[src/rtl/led_grid_scanner_if.sv]
`default_nettype none
// ============================================================================
//  Module      : led_grid_scanner_if
//  Description : Bundle between the grid producer and the LED-grid scanner.
//                Carries the 40-bit frame with its ready strobe, the
//                ack/frame-done pulses, and the column/row drive lines.
//                  grid_values [39:0]  new frame, bit c*8+r = column c, row r
//                  grid_ready          single-cycle strobe, grid_values valid
//                  grid_ack            pulse when a frame is promoted
//                  frame_done          pulse at the end of each 5-column scan
//                  col [4:0]           one-hot column enable
//                  row [7:0]           row data for the enabled column
//                master : frame producer side; slave : scanner side.
//  Revision    : 1.0  initial release
// ============================================================================
interface led_grid_scanner_if;
    logic [39:0] grid_values;
    logic        grid_ready;
    logic        grid_ack;
    logic        frame_done;
    logic [4:0]  col;
    logic [7:0]  row;

    modport master (
        output grid_values,
        output grid_ready,
        input  grid_ack,
        input  frame_done,
        input  col,
        input  row
    );

    modport slave (
        input  grid_values,
        input  grid_ready,
        output grid_ack,
        output frame_done,
        output col,
        output row
    );
endinterface
`default_nettype wire

[src/rtl/led_grid_scanner.sv]
`default_nettype none
// ============================================================================
//  Module      : led_grid_scanner
//  Description : Multiplexed 5-column x 8-row LED matrix driver. Each column
//                is preceded by BLANK dark cycles (ghost suppression) and then
//                lit for DWELL cycles. Incoming frames land in a shadow
//                buffer and are promoted to the displayed buffer only at the
//                end of a complete scan, so an image never tears.
//  Ports       : clock   - system clock, rising edge
//                resetn  - asynchronous active-low reset
//                bus     - led_grid_scanner_if.slave (frame in, LED drive out)
//  Revision    : 1.0  initial release
// ============================================================================
module led_grid_scanner #(
    parameter int unsigned DWELL = 50000,
    parameter int unsigned BLANK = 500
) (
    input  wire                   clock,
    input  wire                   resetn,
    led_grid_scanner_if.slave     bus
);

    localparam logic [0:0] S_BLANK = 1'b0;
    localparam logic [0:0] S_DRIVE = 1'b1;

    localparam logic [31:0] c_DWELL_RELOAD = 32'(DWELL - 1);
    localparam logic [31:0] c_BLANK_RELOAD = 32'(BLANK - 1);
    localparam logic [2:0]  c_LAST_COL     = 3'd4;

    logic [0:0]  state_q,   state_d;
    logic [31:0] cnt_q,     cnt_d;
    logic [2:0]  cidx_q,    cidx_d;
    logic [39:0] front_q,   front_d;
    logic [39:0] shadow_q,  shadow_d;
    logic        pending_q, pending_d;
    logic [4:0]  col_q,     col_d;
    logic [7:0]  row_q,     row_d;
    logic        ack_q,     ack_d;
    logic        done_q,    done_d;

    always_comb begin
        state_d   = state_q;
        cnt_d     = cnt_q - 32'd1;
        cidx_d    = cidx_q;
        front_d   = front_q;
        shadow_d  = shadow_q;
        pending_d = pending_q;
        ack_d     = 1'b0;
        done_d    = 1'b0;

        // Latest strobe always wins the shadow buffer.
        if (bus.grid_ready) begin
            shadow_d  = bus.grid_values;
            pending_d = 1'b1;
        end

        if (cnt_q == 32'd0) begin
            if (state_q == S_BLANK) begin
                state_d = S_DRIVE;
                cnt_d   = c_DWELL_RELOAD;
            end else begin
                state_d = S_BLANK;
                cnt_d   = c_BLANK_RELOAD;
                if (cidx_q == c_LAST_COL) begin
                    // Frame boundary: a strobe on this very cycle bypasses
                    // the shadow so it is not left stranded for a frame.
                    cidx_d = 3'd0;
                    done_d = 1'b1;
                    if (bus.grid_ready) begin
                        front_d   = bus.grid_values;
                        pending_d = 1'b0;
                        ack_d     = 1'b1;
                    end else if (pending_q) begin
                        front_d   = shadow_q;
                        pending_d = 1'b0;
                        ack_d     = 1'b1;
                    end
                end else begin
                    cidx_d = cidx_q + 3'd1;
                end
            end
        end

        // Outputs are derived from next state so the registered drive lines
        // line up with the state they describe.
        col_d = 5'b00000;
        row_d = 8'h00;
        if (state_d == S_DRIVE) begin
            col_d = 5'b00001 << cidx_d;
            case (cidx_d)
                3'd0:    row_d = front_d[7:0];
                3'd1:    row_d = front_d[15:8];
                3'd2:    row_d = front_d[23:16];
                3'd3:    row_d = front_d[31:24];
                3'd4:    row_d = front_d[39:32];
                default: row_d = 8'h00;
            endcase
        end
    end

    always_ff @(posedge clock or negedge resetn) begin
        if (!resetn) begin
            state_q   <= S_BLANK;
            cnt_q     <= c_BLANK_RELOAD;
            cidx_q    <= 3'd0;
            front_q   <= 40'd0;
            shadow_q  <= 40'd0;
            pending_q <= 1'b0;
            col_q     <= 5'b00000;
            row_q     <= 8'h00;
            ack_q     <= 1'b0;
            done_q    <= 1'b0;
        end else begin
            state_q   <= state_d;
            cnt_q     <= cnt_d;
            cidx_q    <= cidx_d;
            front_q   <= front_d;
            shadow_q  <= shadow_d;
            pending_q <= pending_d;
            col_q     <= col_d;
            row_q     <= row_d;
            ack_q     <= ack_d;
            done_q    <= done_d;
        end
    end

    assign bus.col        = col_q;
    assign bus.row        = row_q;
    assign bus.grid_ack   = ack_q;
    assign bus.frame_done = done_q;

endmodule
`default_nettype wire

[src/flat_wrapper.sv]
// flat-port wrapper written by rule: the top's interface ports become plain ports
module led_grid_scanner_flat 
#(
    parameter int unsigned DWELL = 50000,
    parameter int unsigned BLANK = 500
)
  (clock, resetn, bus_grid_values, bus_grid_ready, bus_grid_ack, bus_frame_done, bus_col, bus_row);
  led_grid_scanner_if bus_i ();
  input  wire clock;
  input  wire resetn;
  input wire logic [$bits(bus_i.grid_values)-1:0] bus_grid_values;
  input wire logic [$bits(bus_i.grid_ready)-1:0] bus_grid_ready;
  output wire logic [$bits(bus_i.grid_ack)-1:0] bus_grid_ack;
  output wire logic [$bits(bus_i.frame_done)-1:0] bus_frame_done;
  output wire logic [$bits(bus_i.col)-1:0] bus_col;
  output wire logic [$bits(bus_i.row)-1:0] bus_row;
  assign bus_i.grid_values = bus_grid_values;
  assign bus_i.grid_ready = bus_grid_ready;
  assign bus_grid_ack = bus_i.grid_ack;
  assign bus_frame_done = bus_i.frame_done;
  assign bus_col = bus_i.col;
  assign bus_row = bus_i.row;
  led_grid_scanner #(.DWELL(DWELL), .BLANK(BLANK)) u_core (.clock(clock), .resetn(resetn), .bus(bus_i));
endmodule
[config.mk]
export PLATFORM = sky130hd
export DESIGN_NAME = led_grid_scanner_flat
export DESIGN_NICKNAME = d
export VERILOG_FILES = /design/src/rtl/led_grid_scanner_if.sv /design/src/rtl/led_grid_scanner.sv /design/src/flat_wrapper.sv
export SDC_FILE = /design/constraint.sdc
export NUM_CORES = 1
export LEC_CHECK = 0
export BUFFER_PORTS_ARGS = -buffer_cell sky130_fd_sc_hd__clkbuf_2
export CORE_AREA = 3 3 132 134
export CTS_BUF_LIST = sky130_fd_sc_hd__clkbuf_4 sky130_fd_sc_hd__clkbuf_8
export DETAILED_ROUTE_END_ITERATION = 8
export DIE_AREA = 0 0 135 137
export PLACE_DENSITY = 0.62
export SKIP_LAST_GASP = 1
export SLEW_MARGIN = 20
export SYNTH_ARGS = -nofsm -noshare
export SYNTH_HDL_FRONTEND = slang
export SYNTH_SLANG_ARGS = --single-unit
[constraint.sdc]
create_clock -name clock -period 3.7 [get_ports clock]
set_clock_uncertainty 0.05 [all_clocks]
set_input_delay 0.555 -clock clock [delete_from_list [all_inputs] [get_ports clock]]
set_output_delay 0.555 -clock clock [all_outputs]
set_load 0.01 [all_outputs]
# Word-level counts from Yosys, hierarchy flattened
# Index checks and enable logic that the tools add are counted.
[word_totals]
reg_bits = 132
output_inout_bits = 15
word_cells = 49
[op_classes]
add_sub_neg = 2
n_eq_ne = 5
n_shift = 1
muxes = 29
reduce_logical = 2
[ops]
columns = ["cell", "count"]
rows = [
  ["2-to-1 mux 40 bit", 5],
  ["case mux 8 bit (5 select lines)", 1],
  ["zero test 32 bit", 1],
  ["2-to-1 mux 32 bit", 1],
  ["subtractor 32 x 1 -> 32 bit, second input constant", 1],
  ["2-to-1 mux 1 bit", 16],
  ["2-to-1 mux 16 bit", 1],
  ["2-to-1 mux 3 bit", 3],
  ["2-to-1 mux 8 bit", 1],
  ["== test 3 x 2 -> 1 bit, second input constant", 2],
  ["== test 3 bit, second input constant", 2],
  ["2-to-1 mux 5 bit", 1],
  ["<< shifter 1 x 3 -> 5 bit, first input constant", 1],
  ["adder 3 x 1 -> 3 bit, second input constant", 1],
  ["== test 3 x 1 -> 1 bit, second input constant", 1],
  ["zero test 3 bit", 1],
]

# Longest topological paths before layout
[depth]
depth_word = 7
mapped_depth = 12
mapped_depth_nobuf = 9

# Worst setup path before layout
# Ideal clock, no wire load.
[synth_path]
path_type = "register -> register"
start = "register u_core.cnt_q[14]"
end = "register u_core.row_q[2] (netlist: u_core.bus.row[2])"
setup_time_ps = 133
arrival_ps = 2790
t_required_ps = 3517
path_slack_ps = 727
stages_incl_launch_ff = 9
path_buffers = 1
period_less_slack_ps = 2973
cell_sequence = "dfrtp_1 or4_4 nand3b_4 nor4_4 mux2i_1 clkbuf_1 mux2_2 nand2_1 o221ai_2"
[synth_between]
elab_chain_cells = 5
word_cells_on_any_way = 11
[synth_rtl]
columns = ["item", "line", "rtl"]
rows = [
  ["start: declaration", "led_grid_scanner.sv:31", "logic [31:0] cnt_q, cnt_d;"],
  ["start signal: assignment", "led_grid_scanner.sv:104", "cnt_q <= c_BLANK_RELOAD;"],
  ["start signal: assignment", "led_grid_scanner.sv:115", "cnt_q <= cnt_d;"],
  ["zero test 32 bit *", "led_grid_scanner.sv:57", "if (cnt_q == 32'd0) begin"],
  ["2-to-1 mux 3 bit", "led_grid_scanner.sv:57", ""],
  ["== test 3 bit (tied with other cells)", "led_grid_scanner.sv:90", "case (cidx_d)"],
  ["case mux 8 bit (5 select lines)", "led_grid_scanner.sv:90", ""],
  ["2-to-1 mux 8 bit *", "led_grid_scanner.sv:88", "if (state_d == S_DRIVE) begin"],
  ["named net u_core.row_d[2]", "led_grid_scanner.sv:37", "logic [7:0] row_q, row_d;"],
  ["end signal: assignment", "led_grid_scanner.sv:121", "row_q <= row_d;"],
  ["end: declaration", "led_grid_scanner.sv:37", ""],
]
# The timed path passes the listed nets; every way through them passes the cells marked *.
# A chain may end at the register's enable or synchronous reset.

# Final worst setup path
[layout_path]
start = "register u_core.cnt_q[24]"
end = "register u_core.row_q[0] (netlist: u_core.bus.row[0])"
[layout_between]
word_cells_on_any_way = 11
[layout_rtl]
columns = ["item", "line", "rtl"]
rows = [
  ["zero test 32 bit", "led_grid_scanner.sv:57", ""],
  ["2-to-1 mux 40 bit", "led_grid_scanner.sv:57", ""],
  ["named net u_core.front_d[32]", "led_grid_scanner.sv:33", "logic [39:0] front_q, front_d;"],
  ["case mux 8 bit (5 select lines)", "led_grid_scanner.sv:90", ""],
  ["2-to-1 mux 8 bit", "led_grid_scanner.sv:88", ""],
  ["named net u_core.row_d[0]", "led_grid_scanner.sv:37", ""],
]
# The timed path passes the listed nets, and every way through them passes these cells.

==> out/qor.txt <==
Outcome - completed
Number of buffers on the longest clock path - 2
Post-CTS Setup Repair Bufs - 0
Inserted Diodes - 0
Overall via count from detail_route - 3821
Sequential area share after synthesis - 57.8%
Data arrival time of the critical path - 3.68 ns
Standard-cell row count - 47
Largest driver fanout on the critical path - 29
Largest net degree at the start of global routing - 73
Tightest Pin Transition - 0.987 ns
Compound-Gate Fraction of Synth Area - 7.56%
Number of enable-type register cells in the synthesized netlist - 0
Most instantiated library cell after synthesis - sky130_fd_sc_hd__dfrtp_1
Count of H-tree levels built during CTS - 4
Starting utilization of the core area - 34.9%
Post-synth ARST share - 100%
IO Pins - 58
Ys flop type - sky130_fd_sc_hd__dfrtp_1
Setup Viol. Count Final - 0
Slew Limit Fails - 0
Maximum clock frequency - 292 MHz
Startpoint-to-endpoint class of the critical path - reg -> reg
Unrepaired setup endpoints after global routing - false
Leading area contributor after synthesis - sky130_fd_sc_hd__dfrtp_1
Layout overhead on the synthesized area - 17.3%
Total number of clock tree sinks - 132
Synth Warn # - 0
Count of cells resized by post-cts repair - 0
Worst Hold Class - in -> async
Cells after Synth - 495
GR Overflow Total - 0
Clk_lat worst skew - 0.44 ns
Syn Nets - 542
Sequential group share of total power - 52.9%
FILL cells - 1564
Post-layout minimum cycle time - 3.42 ns
Most used standard cells in the synthesized netlist - sky130_fd_sc_hd__dfrtp_1 (125), sky130_fd_sc_hd__nand2_1 (44), sky130_fd_sc_hd__mux2_2 (42), sky130_fd_sc_hd__nor2_1 (42), sky130_fd_sc_hd__inv_1 (36)
Switch Pwr - 676 µW
Portion of the clock cycle consumed by the worst path in the final layout - 92.4%
Post-synthesis average cell area - 11.6 µm²
DR DRC count - 0
Startpoint type of the worst setup path - register
Number of hold buffers added after cts - 0
Antenna-violating nets left - 0
Power per Cell Area - 428 mW/mm²
Antenna violations before repair - 0
Fraction of the mapped netlist area in adder cells - 0.874%
Total of max-cap violations - 0
Comb pwr share - 5.7%
Post-DP HPWL - 8.67 mm
Clk pwr share - 41.4%
Switch share - 23.5%
Synthesis-stage register bit count - 132
Die boundary width - 135 µm
Number of global-route vias before repair - 3993
Main area contributors after synthesis - sky130_fd_sc_hd__dfrtp_1 (55%), sky130_fd_sc_hd__mux2_2 (8.3%), sky130_fd_sc_hd__mux2i_1 (4.7%)
Share of synthesized area spent on multiplexers - 13.0%
WL per Instance - 15.2 µm
GR Util All Layers - 14.1%
Global-route wire length before repair - 20.1 mm
Count of distinct cell types in the synthesized netlist - 50
Hold Worst Slack - 0.149 ns
Fraction of layout cells with a size suffix above 1 - 28.4%
Netlist Area Pre-Place - 0.00573 mm²
Leak - 3.26 nW
Clock slew at reported path FFs - 0.08 ns
Vias per std cell - 4.78
Worst slew slack as a fraction of its limit - 33.7%
Sum Neg Setup Slack - 0 ns
Iter 0 DRT Violations - 249
Synthesized-area fraction occupied by xor and xnor cells - 3.67%
Crit. End Element - register
Area share of the largest cell type after synthesis - 54.6%
CTS tree - done
Main combinational cell family by area after synthesis - simple AND/OR/NAND/NOR gates
Internal portion of total power - 2.20 mW
Simple-Gate Fraction of Synth Area - 13.2%
CP required - 3.96 ns
Post-layout nets - 614
Vertical die dimension - 137 µm
Floorplan die area - 0.0185 mm²
IO buf count - 57
Clock root cell - sky130_fd_sc_hd__clkbuf_8
Area inside the core boundary - 0.0164 mm²
Wire length reported by the detailed router - 12.2 mm
Number of buffers created by CTS - 17
Total count of hold-check failures in the final report - 0
Peak supply drop - 0.000252 V
Routability congestion estimate from global placement - 0.803
First-pass detailed-route iteration total - 4
[area by class of cell]
type | instances | area (µm²) | area share [%]
Sequential cell | 132 | 3310 | 49.3
Tap cell | 220 | 275 | 4.10
Multi-Input combinational cell | 309 | 2190 | 32.6
Timing Repair Buffer | 71 | 405 | 6.03
Clock buffer | 22 | 303 | 4.51
Inverter | 36 | 135 | 2.01
Clock inverter | 10 | 95.1 | 1.42
[cells in the final DEF, fill, tap and decap left out, types with 18 or more instances in the layout]
cell type                  instances
sky130_fd_sc_hd__clkbuf_2         56
sky130_fd_sc_hd__clkbuf_8         22
sky130_fd_sc_hd__dfrtp_1         125
sky130_fd_sc_hd__inv_1            36
sky130_fd_sc_hd__mux2_2           42
sky130_fd_sc_hd__mux2i_1          27
sky130_fd_sc_hd__nand2_1          44
sky130_fd_sc_hd__nor2_1           42
sky130_fd_sc_hd__xnor2_1          18
[kinds of logic after synthesis]
kind of cell             count (synthesis)
XOR/XNOR                                24
flip-flops                             132
AO/OA/AOI/OAI                           65
AND/OR/NAND/NOR                        147
buffers and inverters                   54
adder cells (fa/ha/maj)                  4
multiplexers                            69
[worst max-delay path: stages (launching register included)]
cell and delay, ns:
sky130_fd_sc_hd__dfrtp_1 0.44, sky130_fd_sc_hd__nor4_1 0.64, sky130_fd_sc_hd__nand4_2 0.20, sky130_fd_sc_hd__or4b_2 1.02
sky130_fd_sc_hd__buf_4 0.31, sky130_fd_sc_hd__nand2_1 0.07, sky130_fd_sc_hd__o21ai_0 0.11, sky130_fd_sc_hd__a22oi_1 0.29
sky130_fd_sc_hd__o221ai_2 0.14
[sequential cells by signal, summed over array words and instances (netlist names)]
register and flops:
u_core.shadow_q 40, u_core.state_q 1, u_core.front_q 40, u_core.cnt_q 32, u_core.bus.frame_done 1, u_core.cidx_q 3
u_core.bus.col 5, u_core.bus.row 8, u_core.bus.grid_ack 1, u_core.pending_q 1
[per-stage QoR]
step | area [µm²] | utilization, % | power, mW | setup WS, ns | instances
2_1_floorplan | 5730 | - | 1.63 | 0.727 | 495
5_1_grt | 6720 | 41.0 | 3.01 | 0.168 | 800
3_3_place_gp | 6320 | 38.5 | 1.71 | 0.303 | 768
3_5_place_dp | 6320 | 38.5 | 1.72 | 0.321 | 768
6_report | 6720 | 41.0 | 2.87 | 0.280 | 800
4_1_cts | 6720 | 41.0 | 2.92 | 0.314 | 800
[power groups by stage]
| stage | Combinational [mW] | Clock (mW) | Sequential (mW) |
|---|---|---|---|
| 2_1_floorplan | 0.0875 | 0 | 1.54 |
| 3_3_place_gp | 0.166 | 0 | 1.55 |
| 3_5_place_dp | 0.171 | 0 | 1.55 |
| 4_1_cts | 0.171 | 1.23 | 1.52 |
| 5_1_grt | 0.187 | 1.29 | 1.53 |
| 6_report | 0.164 | 1.19 | 1.52 |
[worst paths after layout]
check	startpoint	end	depth (start not counted)	slack, ns
max	u_core.cnt_q[24]	u_core.bus.row[0]	8	0.28
min	resetn	u_core.cnt_q[13]	1	0.15
max reg2reg	u_core.cnt_q[24]	u_core.bus.row[0]	8	0.28
min reg2reg	u_core.cnt_q[0]	u_core.cnt_q[0]	1	0.41
max in group asynchronous	resetn	u_core.cnt_q[1]	2	2.59
min in group clock	bus_grid_values[33]	u_core.shadow_q[33]	3	0.29
[metal layers]
| layer | GRT usage (%) | share of wire, % | vias up |
|---|---|---|---|
| met3 | 3.60 | 3.3 | 19 |
| met5 | 0 | 0 | - |
| met4 | 5.43 | 1.6 | 0 |
| met1 | 16.8 | 42 | 1904 |
| li1 | - | - | 1837 |
| met2 | 24.5 | 53 | 61 |
(Power assumes the default switching activity.)
